### src/rtl/dmem_bridge.sv
`default_nettype none
// ============================================================================
//  Module      : dmem_bridge
//  Description : Data-side bridge from the M-stage access request to the
//                SRAM-like req/addr_ok/data_ok data bus. Stalls the pipeline
//                while an access is in flight and holds the loaded word
//                until the pipeline advances past the instruction.
//  Revision    : 1.0 - initial release
// ============================================================================
module dmem_bridge #(
    parameter int ADDR_MAP = 1
) (
    input  logic        clk,
    input  logic        rst,
    input  logic        mem_en,
    input  logic [3:0]  mem_wen,
    input  logic [31:0] mem_addr,
    input  logic [31:0] mem_wdata,
    input  logic        flush_except,
    input  logic        longest_stall,
    output logic [31:0] readdata,
    output logic        d_stall,
    output logic        data_req,
    output logic        data_wr,
    output logic [1:0]  data_size,
    output logic [31:0] data_addr,
    output logic [31:0] data_wdata,
    input  logic        data_addr_ok,
    input  logic [31:0] data_rdata,
    input  logic        data_data_ok
);

    typedef enum logic [1:0] {
        IDLE = 2'd0,
        REQ  = 2'd1,
        WAIT = 2'd2,
        DONE = 2'd3
    } state_t;

    localparam logic [31:0] c_physMask = 32'h1FFF_FFFF;

    state_t      r_state;
    state_t      w_next;
    logic [31:0] r_rdata;
    logic [31:0] w_rdataNext;
    logic        r_cancel;
    logic        w_cancelNext;
    logic        w_start;
    logic        w_isLoad;
    logic [31:0] w_physAddr;

    assign w_start  = mem_en & ~flush_except;
    assign w_isLoad = (mem_wen == 4'b0000);

    // kseg0/kseg1 windows fold onto the low 512 MB of physical space
    if (ADDR_MAP != 0) begin : g_addrMap
        assign w_physAddr = ((mem_addr[31:29] == 3'b100) || (mem_addr[31:29] == 3'b101))
                          ? (mem_addr & c_physMask) : mem_addr;
    end else begin : g_addrPass
        assign w_physAddr = mem_addr;
    end

    // Request fields come straight from the M stage, which d_stall keeps frozen
    assign data_wr    = ~w_isLoad;
    assign data_addr  = w_isLoad ? {w_physAddr[31:2], 2'b00} : w_physAddr;
    assign data_wdata = mem_wdata;
    assign readdata   = r_rdata;

    // Transfer size: loads always fetch the full word, stores follow the byte enables
    always_comb begin
        data_size = 2'd2;
        if (!w_isLoad) begin
            case (mem_wen)
                4'b0001, 4'b0010, 4'b0100, 4'b1000: data_size = 2'd0;
                4'b0011, 4'b1100:                   data_size = 2'd1;
                default:                            data_size = 2'd2;
            endcase
        end
    end

    // Next-state, cancel tracking and handshake outputs
    always_comb begin
        w_next       = r_state;
        w_cancelNext = r_cancel;
        w_rdataNext  = r_rdata;
        data_req     = 1'b0;
        d_stall      = 1'b0;
        case (r_state)
            IDLE: begin
                if (w_start) begin
                    data_req = 1'b1;
                    d_stall  = 1'b1;
                    w_next   = data_addr_ok ? WAIT : REQ;
                end
            end
            REQ: begin
                data_req = 1'b1;
                d_stall  = 1'b1;
                if (flush_except) w_cancelNext = 1'b1;
                if (data_addr_ok) w_next = WAIT;
            end
            WAIT: begin
                d_stall = 1'b1;
                if (data_data_ok) begin
                    // A flush arriving together with data_ok still discards the data
                    if (r_cancel || flush_except) begin
                        w_cancelNext = 1'b0;
                        w_next       = IDLE;
                    end else begin
                        w_rdataNext = data_rdata;
                        w_next      = DONE;
                    end
                end else if (flush_except) begin
                    w_cancelNext = 1'b1;
                end
            end
            DONE: begin
                if (!longest_stall || flush_except) w_next = IDLE;
            end
            default: w_next = IDLE;
        endcase
    end

    // State, result and cancel registers with synchronous active-low reset
    always_ff @(posedge clk) begin
        if (!rst) begin
            r_state  <= IDLE;
            r_rdata  <= 32'h0;
            r_cancel <= 1'b0;
        end else begin
            r_state  <= w_next;
            r_rdata  <= w_rdataNext;
            r_cancel <= w_cancelNext;
        end
    end

endmodule
`default_nettype wire

### config.mk
export PLATFORM = sky130hd
export DESIGN_NAME = dmem_bridge
export DESIGN_NICKNAME = d
export VERILOG_FILES = /design/src/rtl/dmem_bridge.sv
export SDC_FILE = /design/constraint.sdc
export NUM_CORES = 1
export LEC_CHECK = 0
export CORE_ASPECT_RATIO = 0.8
export CORE_MARGIN = 1.5
export CORE_UTILIZATION = 32
export DETAILED_ROUTE_END_ITERATION = 8
export MAX_ROUTING_LAYER = met4
export PLACE_DENSITY = 0.86
export SYNTH_ARGS = -nofsm -noshare
export SYNTH_HDL_FRONTEND = slang
export SYNTH_SLANG_ARGS = --single-unit
### constraint.sdc
create_clock -name clk -period 3.3 [get_ports clk]
set_input_delay 0.66 -clock clk [delete_from_list [all_inputs] [get_ports clk]]
set_output_delay 0.66 -clock clk [all_outputs]
set_load 0.01 [all_outputs]
==> metrics <==
Final Core Density 0.425; cell total after placement 356; CP Launch Type input pin; Avg Vias per Cell 4.47; Register Area 701 sq um; Fill cells 659; syn_nets 361; final worst path period need 2.97 ns; Clk pwr share 0.260; n_diodes 0; post-route insts no fill 364; critical path class input pin to primary output; area growth from synthesis to layout 28.4%; worst-case clock skew 0.00371 ns; unrepaired setup endpoints after global routing no; post-DP HPWL 3570 um; cells after synthesis between 200 and 250; Primary FF master, synth dfxtp_1; Die Wd 93.9 um; row count 26; final wirelength 4550 um; Clock Latency Late Sink 0.28 ns; NetSw roughly 350 uW; largest net degree at the start of global routing 22; Total GRT Usage 0.134; setup tns final 0 ns; crit end category primary output; gpl congestion slightly below 0.8; Residual DRC 0; initial detailed-routing violation count 39; Final Power 1.17 mW; Req. time, crit path between 2 and 3 ns; CTS sink cnt 35; CORE AREA 6380 sq um; first-pass GRT wire length 7160 um; fin. max-slew vios 0; die area 7100 sq um; Max FO, Critical Path 3; Yosys cell types 27; Die Height around 76 um; yosys warns 0; internal power slightly above 800 uW; Root Buffer clkbuf_8; final hold violations 0; FF-to-FF path depth 6; H-tree levels 2; area taken by multi-input logic gates between 800 and 900 sq um; GRT Residual Overflow 0; Peak Freq 337 MHz; post-cts sizing count 0; Sw Share 0.301; CTS Hold Bufs 0; # IOs 208; Pwr Density 430 nW/um^2; via count roughly 1600; leak pwr 0.928 nW; Worst VDD drop 208 uV; sequential fraction of the synthesis area 0.332; DRT Pass-1 Iters 4; IO buf count 89; Post-synth ARST share 0; synthesized area per cell approximately 8.5 sq um; Post-DRT Antenna Nets 0; MaxCap Viol Count 0; combinational group share of total power 0.326; CTS clk-pin slew, worst paths 0.07 ns; # nets final 391; routed len/inst roughly 12 um; setup repair bufs after CTS 0; initial antenna violation count 0; CTS Buf Count 5; number of global-route vias before repair 1586; Bufs on Longest Clock Path 2; sequential power share 0.414; share of layout cells above drive strength 1 0.164; Initial Util 0.331; period utilisation layout 0.899; number of synthesized register bits 35; Arr. time, crit path 2.31 ns; Hold Crit Depth 2; Max-slew headroom 0.602; CTS tree done; mapped cell area between 2000 and 2500 sq um; # setup viols final 0; measured slew at the worst slew-check pin 0.591 ns; Post-synth EDFFs 0; HP Class flop to flop; status completed
-- layout by cell type, fill, tap and decap left out, types with 3 or more instances in the layout --
cell type	count
ha_1	5
a21boi_0	3
clkbuf_8	5
dfxtp_1	35
nand2_1	69
a21boi_2	30
buf_4	5
nor2b_1	3
o21ai_0	3
inv_1	8
nand3_1	4
clkdlybuf4s50_1	89
nor2_1	3
-- kinds of logic (layout without fill, tap and decap cells) --
logic type	after synthesis	count (layout)	share of synthesized area
multiplexers	2	2	0.00947
AO/OA/AOI/OAI	41	41	0.196
adder cells (fa/ha/maj)	5	5	0.0296
buffers and inverters	79	110	0.262
flip-flops	35	35	0.332
XOR/XNOR	1	1	0.00415
AND/OR/NAND/NOR	86	86	0.168
-- state kept, by name, summed over array words and instances, names as in the netlist --
| register | cells |
|---|---|
| readdata | 32 |
| r_state | 2 |
| r_cancel | 1 |
-- layer usage --
metal	vias up	GRT usage	wire, um
li1	795	-	-
met1	754	0.152	1940
met2	72	0.221	2150
met3	6	0.0559	430
met4	0	0.0348	23
met5	-	-	0
-- cells in the mapped netlist (2+ instances only) --
cell type  count  area, sq um
nand2_1       69          259
buf_4         59          443
dfxtp_1       35          701
a21boi_2      30          338
inv_1          8         30.0
ha_1           5         62.6
buf_2          4         20.0
buf_6          4         45.0
clkbuf_1       4         15.0
nand3_1        4         20.0
a21boi_0       3         22.5
nor2_1         3         11.3
nor2b_1        3         18.8
o21ai_0        3         15.0
mux2i_1        2         20.0
nor4_1         2         12.5
-- final cells by class --
class                   instances  share of cell area
clock buffers                   5              0.0254
well taps                      84              0.0387
inverters                       8              0.0111
clock inverters                 3             0.00738
multi-input cells             135               0.317
repair buffers                 94               0.342
flip-flops and latches         35               0.258
-- critical path, cell delays in order --
cell             delay, ns
clkdlybuf4s50_1       0.46
nor4_1                0.58
nor2b_1               0.10
clkdlybuf4s50_1       0.50
-- final timing paths --
kind                                   from           end  slack (ns)
worst max-delay path             mem_wen[1]  data_addr[1]        0.33
worst min register to register  readdata[9]   readdata[9]        0.46
worst min-delay path            readdata[9]   readdata[9]        0.46
worst max register to register   r_state[0]  readdata[18]        1.87
-- power groups by stage --
stage / logic [mW] / registers, mW / clock network (mW)
after CTS: 0.384 / 0.482 / 0.323
final: 0.380 / 0.482 / 0.304
after global placement: 0.373 / 0.490 / 0
after detailed placement: 0.382 / 0.492 / 0
after global routing: 0.418 / 0.487 / 0.338
after floorplan: 0.275 / 0.498 / 0
-- stage by stage --
step / instance area [sq um] / setup slack (ns) / hold slack, ns
CTS: 2710 / 0.346 / 0.468
detailed placement: 2620 / 0.356 / 0.457
global placement: 2620 / 0.389 / 0.453
global route: 2710 / 0.223 / 0.477
floorplan: 2110 / 1.47 / 0.446
finish: 2710 / 0.335 / 0.465
(Power assumes the default switching activity.)
